**config.mk**
```make
export PLATFORM = sky130hd
export DESIGN_NAME = fetch_hazard_sequencer_flat
export DESIGN_NICKNAME = d
export VERILOG_FILES = /design/src/rtl/fetch_hazard_if.sv /design/src/rtl/fetch_hazard_sequencer.sv /design/src/flat_wrapper.sv
export SDC_FILE = /design/constraint.sdc
export NUM_CORES = 1
export LEC_CHECK = 0
export ABC_AREA = 1
export CORE_ASPECT_RATIO = 0.6
export CORE_UTILIZATION = 50
export DETAILED_ROUTE_END_ITERATION = 8
export PLACE_DENSITY = 0.81
export SETUP_SLACK_MARGIN = 0.1
export SLEW_MARGIN = 20
export SYNTH_ARGS = -nofsm -noshare
export SYNTH_HDL_FRONTEND = slang
export SYNTH_SLANG_ARGS = --single-unit
```
**constraint.sdc**
```tcl
create_clock -name clk -period 2.57 [get_ports clk]
set_clock_uncertainty 0.15 [all_clocks]
set_input_delay 0.514 -clock clk [delete_from_list [all_inputs] [get_ports clk]]
set_output_delay 0.514 -clock clk [all_outputs]
set_load 0.02 [all_outputs]
```
**src/rtl/fetch_hazard_if.sv**
```systemverilog
// Bus between the fetch/hazard sequencer, its instruction memory and the decode stage.
// With STALL_COUNT_EN defined the bus also carries the 16-bit hazard-bubble counter.
interface fetch_hazard_if #(
    parameter int ADDR_W = 10
) ();
    logic              start;
    logic              pause;
    logic [ADDR_W-1:0] imem_addr;
    logic [31:0]       imem_data;
    logic [31:0]       instr_out;
    logic              instr_valid;
    logic              bubble;
    logic              busy;
    logic              done;
    logic [2:0]        state_dbg;
`ifdef STALL_COUNT_EN
    logic [15:0]       stall_count;

    modport master (
        input  start, pause, imem_data,
        output imem_addr, instr_out, instr_valid, bubble, busy, done, state_dbg, stall_count
    );
    modport slave (
        output start, pause, imem_data,
        input  imem_addr, instr_out, instr_valid, bubble, busy, done, state_dbg, stall_count
    );
`else
    modport master (
        input  start, pause, imem_data,
        output imem_addr, instr_out, instr_valid, bubble, busy, done, state_dbg
    );
    modport slave (
        output start, pause, imem_data,
        input  imem_addr, instr_out, instr_valid, bubble, busy, done, state_dbg
    );
`endif
endinterface

```
**src/rtl/fetch_hazard_sequencer.sv**
```systemverilog
// Fetches from instruction memory and issues to decode, inserting NOP bubbles on RAW hazards.
// Optional STALL_COUNT_EN adds a saturating count of hazard bubbles (drain NOPs excluded).
module fetch_hazard_sequencer #(
    parameter int          ADDR_W     = 10,
    parameter int          START_ADDR = 0,
    parameter int          LAST_ADDR  = 1023,
    parameter int          HAZ_DEPTH  = 3,
    parameter logic [31:0] NOP_WORD   = 32'h41E00000
) (
    input logic            clk,
    input logic            rst,
    fetch_hazard_if.master bus
);
    localparam logic [ADDR_W-1:0] START_PC   = ADDR_W'(START_ADDR);
    localparam logic [ADDR_W-1:0] LAST_PC    = ADDR_W'(LAST_ADDR);
    localparam int                DC_W       = (HAZ_DEPTH > 1) ? $clog2(HAZ_DEPTH) : 1;
    localparam logic [DC_W-1:0]   DRAIN_LAST = DC_W'(HAZ_DEPTH - 1);

    typedef enum logic [2:0] {S_IDLE, S_PRIME, S_RUN, S_DRAIN, S_DONE} state_t;

    state_t            state, state_next;
    logic [ADDR_W-1:0] cur_pc;
    logic [DC_W-1:0]   drain_cnt;
    logic [HAZ_DEPTH-1:0] sb_v;
    logic [4:0]        sb_reg [HAZ_DEPTH];

    logic [5:0] opcode;
    logic [4:0] rs, rt, rd, dest;
    logic       src0_v, src1_v, dest_v, hazard;
    logic       run_issue, drain_issue, advance, start_accept;

    assign opcode = bus.imem_data[31:26];
    assign rs     = bus.imem_data[25:21];
    assign rt     = bus.imem_data[20:16];
    assign rd     = bus.imem_data[15:11];

    // NOP_WORD carries the load opcode, so it has to be excluded by exact match first.
    always_comb begin
        src0_v = 1'b0;
        src1_v = 1'b0;
        dest_v = 1'b0;
        dest   = rd;
        if (bus.imem_data != NOP_WORD) begin
            case (opcode)
                6'b001111: begin src0_v = 1'b1; src1_v = 1'b1; dest_v = 1'b1; dest = rd; end
                6'b010000: begin src0_v = 1'b1; dest_v = 1'b1; dest = rt; end
                6'b010001: begin src0_v = 1'b1; src1_v = 1'b1; end
                default: ;
            endcase
        end
    end

    always_comb begin
        hazard = 1'b0;
        for (int i = 0; i < HAZ_DEPTH; i++) begin
            if (sb_v[i] && ((src0_v && rs == sb_reg[i]) || (src1_v && rt == sb_reg[i])))
                hazard = 1'b1;
        end
    end

    always_ff @(posedge clk) begin
        if (rst) state <= S_IDLE;
        else     state <= state_next;
    end

    always_comb begin
        state_next = state;
        case (state)
            S_IDLE, S_DONE: if (bus.start) state_next = S_PRIME;
            S_PRIME:        if (!bus.pause) state_next = S_RUN;
            S_RUN:          if (advance && cur_pc == LAST_PC) state_next = S_DRAIN;
            S_DRAIN:        if (drain_issue && drain_cnt == DRAIN_LAST) state_next = S_DONE;
            default:        state_next = S_IDLE;
        endcase
    end

    // instr_valid marks one issue slot per cycle with no ready; pause is the only
    // back-pressure and freezes the sequencer at the clock edge where it is high.
    always_comb begin
        run_issue     = 1'b0;
        drain_issue   = 1'b0;
        start_accept  = 1'b0;
        bus.busy      = 1'b0;
        bus.done      = 1'b0;
        case (state)
            S_IDLE:  start_accept = bus.start;
            S_PRIME: bus.busy = 1'b1;
            S_RUN:   begin bus.busy = 1'b1; run_issue = !bus.pause; end
            S_DRAIN: begin bus.busy = 1'b1; drain_issue = !bus.pause; end
            S_DONE:  begin bus.done = 1'b1; start_accept = bus.start; end
            default: ;
        endcase
        advance       = run_issue && !hazard;
        bus.imem_addr = advance ? cur_pc + ADDR_W'(1) : cur_pc;
    end

    assign bus.state_dbg = state;

    always_ff @(posedge clk) begin
        if (rst) begin
            cur_pc          <= START_PC;
            drain_cnt       <= '0;
            sb_v            <= '0;
            bus.instr_out   <= NOP_WORD;
            bus.instr_valid <= 1'b0;
            bus.bubble      <= 1'b0;
        end else begin
            bus.instr_valid <= run_issue || drain_issue;
            if (start_accept) begin
                cur_pc    <= START_PC;
                drain_cnt <= '0;
                sb_v      <= '0;
            end
            if (run_issue || drain_issue) begin
                for (int i = HAZ_DEPTH - 1; i > 0; i--) begin
                    sb_v[i]   <= sb_v[i-1];
                    sb_reg[i] <= sb_reg[i-1];
                end
                sb_v[0]   <= advance && dest_v;
                sb_reg[0] <= dest;
            end
            if (run_issue) begin
                bus.instr_out <= hazard ? NOP_WORD : bus.imem_data;
                bus.bubble    <= hazard;
                // The last word moves to DRAIN without advancing cur_pc.
                if (advance && cur_pc != LAST_PC) cur_pc <= cur_pc + ADDR_W'(1);
            end
            if (drain_issue) begin
                bus.instr_out <= NOP_WORD;
                bus.bubble    <= 1'b1;
                drain_cnt     <= drain_cnt + DC_W'(1);
            end
        end
    end

`ifdef STALL_COUNT_EN
    always_ff @(posedge clk) begin
        if (rst || start_accept)
            bus.stall_count <= '0;
        else if (run_issue && hazard && bus.stall_count != 16'hFFFF)
            bus.stall_count <= bus.stall_count + 16'd1;
    end
`endif

endmodule
```
**src/flat_wrapper.sv**
```systemverilog
// flat-port wrapper written by rule: the top's interface ports become plain ports
module fetch_hazard_sequencer_flat 
#(
    parameter int          ADDR_W     = 10,
    parameter int          START_ADDR = 0,
    parameter int          LAST_ADDR  = 1023,
    parameter int          HAZ_DEPTH  = 3,
    parameter logic [31:0] NOP_WORD   = 32'h41E00000
)
  (clk, rst, bus_start, bus_pause, bus_imem_data, bus_imem_addr, bus_instr_out, bus_instr_valid, bus_bubble, bus_busy, bus_done, bus_state_dbg);
  fetch_hazard_if #(.ADDR_W(ADDR_W)) bus_i ();
  input logic clk;
  input logic rst;
  input wire logic [$bits(bus_i.start)-1:0] bus_start;
  input wire logic [$bits(bus_i.pause)-1:0] bus_pause;
  input wire logic [$bits(bus_i.imem_data)-1:0] bus_imem_data;
  output wire logic [$bits(bus_i.imem_addr)-1:0] bus_imem_addr;
  output wire logic [$bits(bus_i.instr_out)-1:0] bus_instr_out;
  output wire logic [$bits(bus_i.instr_valid)-1:0] bus_instr_valid;
  output wire logic [$bits(bus_i.bubble)-1:0] bus_bubble;
  output wire logic [$bits(bus_i.busy)-1:0] bus_busy;
  output wire logic [$bits(bus_i.done)-1:0] bus_done;
  output wire logic [$bits(bus_i.state_dbg)-1:0] bus_state_dbg;
  assign bus_i.start = bus_start;
  assign bus_i.pause = bus_pause;
  assign bus_i.imem_data = bus_imem_data;
  assign bus_imem_addr = bus_i.imem_addr;
  assign bus_instr_out = bus_i.instr_out;
  assign bus_instr_valid = bus_i.instr_valid;
  assign bus_bubble = bus_i.bubble;
  assign bus_busy = bus_i.busy;
  assign bus_done = bus_i.done;
  assign bus_state_dbg = bus_i.state_dbg;
  fetch_hazard_sequencer #(.ADDR_W(ADDR_W), .START_ADDR(START_ADDR), .LAST_ADDR(LAST_ADDR), .HAZ_DEPTH(HAZ_DEPTH), .NOP_WORD(NOP_WORD)) u_core (.clk(clk), .rst(rst), .bus(bus_i));
endmodule
```
; ---- After elaboration in Yosys (flattened, before gate mapping)
; Memory sizes are Yosys's and may differ from the RTL's.
; Cells that the tools add are included.
[word_totals]
ff_bits = 52
n_memories = 1
in_bits = 36
ram_bits = 15
out_inout_bits = 49
word_cells = 97
[memory_table]
columns = name, words, width, rd, rd_clocked_by_memory_dff, wr, line_no
row1 = u_core.sb_reg, 3, 5, 3, 0, 3, fetch_hazard_sequencer.sv:25  ; logic [4:0] sb_reg [HAZ_DEPTH];
[op_classes]
n_reduce_logical = 31
eq_ne = 21
muxes = 35
add_sub_neg = 2
[ops]
columns = cell, count
row1 = two-way mux 10 bit, 4
row2 = two-way mux 32 bit, 1
row3 = != test 32 x 31 -> 1 bit (second input constant), 1
row4 = == test 5 bit, 6
row5 = two-way mux 1 bit, 19
row6 = two-way mux 3 bit, 6
row7 = logical AND 1 bit, 14
row8 = == test 6 x 5 -> 1 bit (second input constant), 2
row9 = one-hot mux 3 bit (4 select lines), 1
row10 = adder 10 x 1 -> 10 bit (second input constant), 1
row11 = == test 10 bit (second input constant), 1
row12 = two-way mux 5 bit, 2
row13 = != test 10 bit (second input constant), 1
row14 = OR reduction 2 bit, 4
row15 = == test 3 x 2 -> 1 bit (second input constant), 2
row16 = == test 6 x 4 -> 1 bit (second input constant), 1
row17 = != test 2 x 1 -> 1 bit (second input constant), 3
row18 = nonzero test 2 bit, 3
row19 = OR reduction 3 bit, 2
row20 = logical OR 1 bit, 4
row21 = two-way mux 2 bit, 2
row22 = AND reduction 4 bit, 1
row23 = == test 3 x 1 -> 1 bit (second input constant), 1
row24 = == test 3 bit (second input constant), 1
row25 = 5 further kinds, 6

; ---- Depth between registers and ports, before layout
[logic_depth]
ltp_word = 15
ltp_mapped = 17
depth_no_buf = 15

; ---- Worst setup path before layout
; Ideal clock, no wire load.
[synth_timing]
kind = input port to output port
startpoint = input bus_imem_data[24]
endpoint = output bus_imem_addr[9]
setup_slack_ps = -88
path_stages = 8
path_buffers = 2
required_time_ps = 1906
t_arrival_ps = 1994
cell_sequence = clkbuf_2 nand4_1 nor4_2 nand4_1 nand2_2 nand2_4 buf_4 o21ai_0
[synth_between]
elab_chain_len = 11
elab_cells_between_ends = 24
cone_classes = eq/ne (4) / mux (6) / reduce/logical (14)
[synth_rtl]
columns = element, line_no
row1 = from (decl), flat_wrapper.sv:16  ; input wire logic [$bits(bus_i.imem_data)-1:0] bus_imem_data;
row2 = != test 32 x 31 -> 1 bit, fetch_hazard_sequencer.sv:43  ; if (bus.imem_data != NOP_WORD) begin
row3 = two-way mux 1 bit, fetch_hazard_sequencer.sv:43
row4 = logical AND 1 bit, fetch_hazard_sequencer.sv:56  ; if (sb_v[i] && ((src0_v && rs == sb_reg[i]) || (src1_v && rt == sb_reg[i])))
row5 = logical OR 1 bit, fetch_hazard_sequencer.sv:56
row6 = logical AND 1 bit, fetch_hazard_sequencer.sv:56
row7 = two-way mux 1 bit (2 in a row), fetch_hazard_sequencer.sv:56
row8 = two-way mux 1 bit (*), fetch_hazard_sequencer.sv:56
row9 = logical NOT 1 bit (*), fetch_hazard_sequencer.sv:93  ; advance = run_issue && !hazard;
row10 = logical AND 1 bit (*), fetch_hazard_sequencer.sv:93
row11 = two-way mux 10 bit (*), fetch_hazard_sequencer.sv:94  ; bus.imem_addr = advance ? cur_pc + ADDR_W'(1) : cur_pc;
row12 = to (decl), flat_wrapper.sv:17  ; output wire logic [$bits(bus_i.imem_addr)-1:0] bus_imem_addr;
; Mark *: on every way between the ends. The rest lies on a longest branch, timed or not.

; ---- Worst setup path after layout
[layout_timing]
startpoint = input bus_imem_data[10]
endpoint = output bus_imem_addr[0]
[layout_between]
elab_chain_len = 11
elab_cells_between_ends = 21
cone_classes = eq/ne (1) / mux (6) / reduce/logical (14)
[layout_rtl]
columns = element, line_no
row1 = != test 32 x 31 -> 1 bit (*), fetch_hazard_sequencer.sv:43
row2 = two-way mux 1 bit, fetch_hazard_sequencer.sv:43
row3 = logical AND 1 bit, fetch_hazard_sequencer.sv:56
row4 = logical OR 1 bit, fetch_hazard_sequencer.sv:56
row5 = logical AND 1 bit, fetch_hazard_sequencer.sv:56
row6 = two-way mux 1 bit (2 in a row), fetch_hazard_sequencer.sv:56
row7 = two-way mux 1 bit (*), fetch_hazard_sequencer.sv:56
row8 = logical NOT 1 bit (*), fetch_hazard_sequencer.sv:93
row9 = logical AND 1 bit (*), fetch_hazard_sequencer.sv:93
row10 = two-way mux 10 bit (*), fetch_hazard_sequencer.sv:94
; Marks and branches as above.

==> impl_metrics.toml <==
[global_route]
use_met1_pct = 43.9
grt-busiest-layer = "met2"
grt_use_met2_pct = 47.3
use_met3_pct = 9.10
grt_usage_pct = 32.1
antenna_found_initial = 0
grt_pass1_wl_um = 17300
grt-ovfl-total = 0
grt_max_degree = 37
grt_pass1_vias = 3569

[pwr]
p_sw_share_pct = 34.2
clkPwrFrac_pct = 31.8
p_sw_mw = 1.30
p_seq_share_pct = 33.6
internal-power_mw = 2.51
power_density_nw_per_um2 = 722
ir_drop_v = 0.000661
leakage_nw = 2.27
combPwrFrac_pct = 34.6

[finish]
final_common_cell = "nand2_1"
seq_area_um2 = 1490
finish.net_count = 655
multi_input_comb_area_um2 = 1860
area_growth_pct = 51.4
stdcell_area_um2 = 5280
final_util_pct = 78.7
n_antenna_cell = 0
layout-drive-gt1-share_pct = 27.0
fill_cells = 440
largest_reg_flops = 32
fin_cells = 709
final_cell_mix = "nand2_1 (117), buf_4 (70), dfxtp_1 (52)"

[drt]
via_per_inst = 5.46
routed_wl_um = 11700
antenna_left = 0
wl_per_cell_um = 16.5
first_pass_iters = 5
drc = 0
vias = 3868
drt_iter0_drc = 283

[synthesis]
syn_avg_cell_area_um2 = 7.37
synth_area_um2 = 3490
ys_warn_count = 0
synth-seq-cells = 67
synth_top_area_share_pct = 29.9
yosysUniqueCellTypes = 35
synth_area_leaders = "dfxtp_1 (30%), nand2_1 (13%), edfxtp_1 (13%)"
ys_seq_area_share_pct = 42.8
yosysTopAreaCell = "dfxtp_1"
async_flop_share_pct = 0
synth_flop_cell = "dfxtp_1"
synthesis.nets = 511
netlist_instances = 473
synth_edf_count = 15

[timing]
timing.final.ws_setup_ps = -259
drv_slew = 0
rsz0062_at_grt = "yes"
worst_pin_slew_ps = 415
period_needed_ps = 2830
fin_crit_sh_pct = 110
finalSetupViolCount = 10
finalHoldViolations = 0
fmax_mhz = 353
max_slew_margin_pct = 72.4
holdWs_ps = 314

[floorplanning]
fp.coreArea_um2 = 6710
initial_core_util_pct = 52.0
dieArea_um2 = 7320
ios = 85
rows = 23
die_w_um = 110
die_h_um = 66.7

[placed_design]
dp_slack_ps = -1150
dp.cells = 680
place_area_um2 = 4770
gp_congestion = 0.949
dpl.hpwl_um = 7550
port_buffers = 84

[worst_hold_path]
hp-class = "in -> reg"

[setup_path]
path_class = "in -> out"
crit_arrival_ps = 2160
worstPathMaxFanout = 8
cp-end-kind = "output port"
crit_path_start_kind = "primary input"
required_ps = 1910

[clock_network]
cts-root-buf = "clkbuf_16"
clkLatencyLatePin_ps = 330
clkSlewWorstSetupHoldPaths_ps = 60
cts_made_buffers = 9
cts_tree = "done"
clock_path_buffers = 2
htreeDepth = 3
cts_sinks = 67

[run_status]
violations = "negative setup slack"
status = "finished with violations"

[flow_run]
maxCapViolCount = 0
kinds of logic (layout without fill, tap and decap cells):
group                    Yosys count  in the layout  synth area share [%]
AO/OA/AOI/OAI                     72             72                  11.5
AND/OR/NAND/NOR                  237            238                  30.5
adder cells (fa/ha/maj)            2              2                 0.718
XOR/XNOR                          24             24                  6.03
buffers and inverters             71            219                  8.54
flip-flops                        67             67                  42.8
critical path, cell delays in order:
cell and delay, ps:
clkdlybuf4s50_1 460, nor4_2 200, nand4_1 240, nand2_4 190
nand2_8 110, buf_6 140, xor2_1 140, buf_4 160
layer usage:
layer	part of all wire, %	routed length, um
met1	43	5080
met2	43	5040
met3	12	1350
met4	1.9	219
met5	0	0
through the flow:
step	TNS (ps)	power (mW)
detailed placement	-19830	2.51
floorplan	0	1.96
finish	-2150	3.81
CTS	-1680	3.76
global route	-3330	3.96
global placement	-18480	2.48
synthesized netlist by cell type, types with 2 or more instances:
library cell / instances
nor4_1: 2
clkbuf_2: 4
xnor2_1: 6
xor2_1: 18
nand2_1: 123
a21oi_1: 41
inv_1: 44
o22ai_1: 6
a32o_1: 2
nor3_2: 3
buf_2: 3
nand4_1: 4
clkinv_1: 2
a21oi_2: 5
nor2_4: 2
nand2_2: 6
buf_4: 4
edfxtp_1: 15
nand3_1: 45
o21ai_0: 14
dfxtp_1: 52
o21ai_1: 3
clkbuf_1: 8
nor2_1: 42
nor3_1: 4
ha_1: 2
inv_2: 5
area by class of cell:
type / instances / share of cell area (%)
flip-flops and latches: 67 / 28.3
clock buffers: 9 / 4.27
multi-input cells: 336 / 35.2
inverters: 51 / 3.96
well taps: 87 / 2.06
repair buffers: 152 / 24.9
clock inverters: 7 / 1.26
power groups by stage:
stage          clock [mW]  combinational, mW  sequential [mW]
2_1_floorplan           0              0.580             1.38
3_3_place_gp            0               1.19             1.29
3_5_place_dp            0               1.21             1.30
4_1_cts              1.22               1.26             1.28
5_1_grt              1.26               1.41             1.29
6_report             1.21               1.32             1.28
path summary, 6_finish.rpt:
kind                                        start                                    to  slack [ps]  depth (start not counted)
min                              bus_imem_data[1]  u_core.bus.instr_out[1]$_SDFFE_PP0P_         310                          3
min reg2reg  u_core.bus.instr_out[5]$_SDFFE_PP0P_  u_core.bus.instr_out[5]$_SDFFE_PP0P_         310                          2
max                             bus_imem_data[10]                      bus_imem_addr[0]        -260                          8
max reg2reg  u_core.bus.state_dbg[1]$_SDFFE_PP0P_        u_core.sb_reg[0][14]$_DFFE_PP_         160                         10
what timing repair did:
| action | in CTS | in global routing |
|---|---|---|
| resized for setup | 175 | 24 |
| buffers inserted | 11 | 1 |
| gates cloned | 1 | 0 |
| pin swaps | 26 | 15 |
| hold buffers | 0 | 0 |
| setup endpoints to repair | 22 | 28 |
No activity file was read; power rests on OpenSTA's default activity.
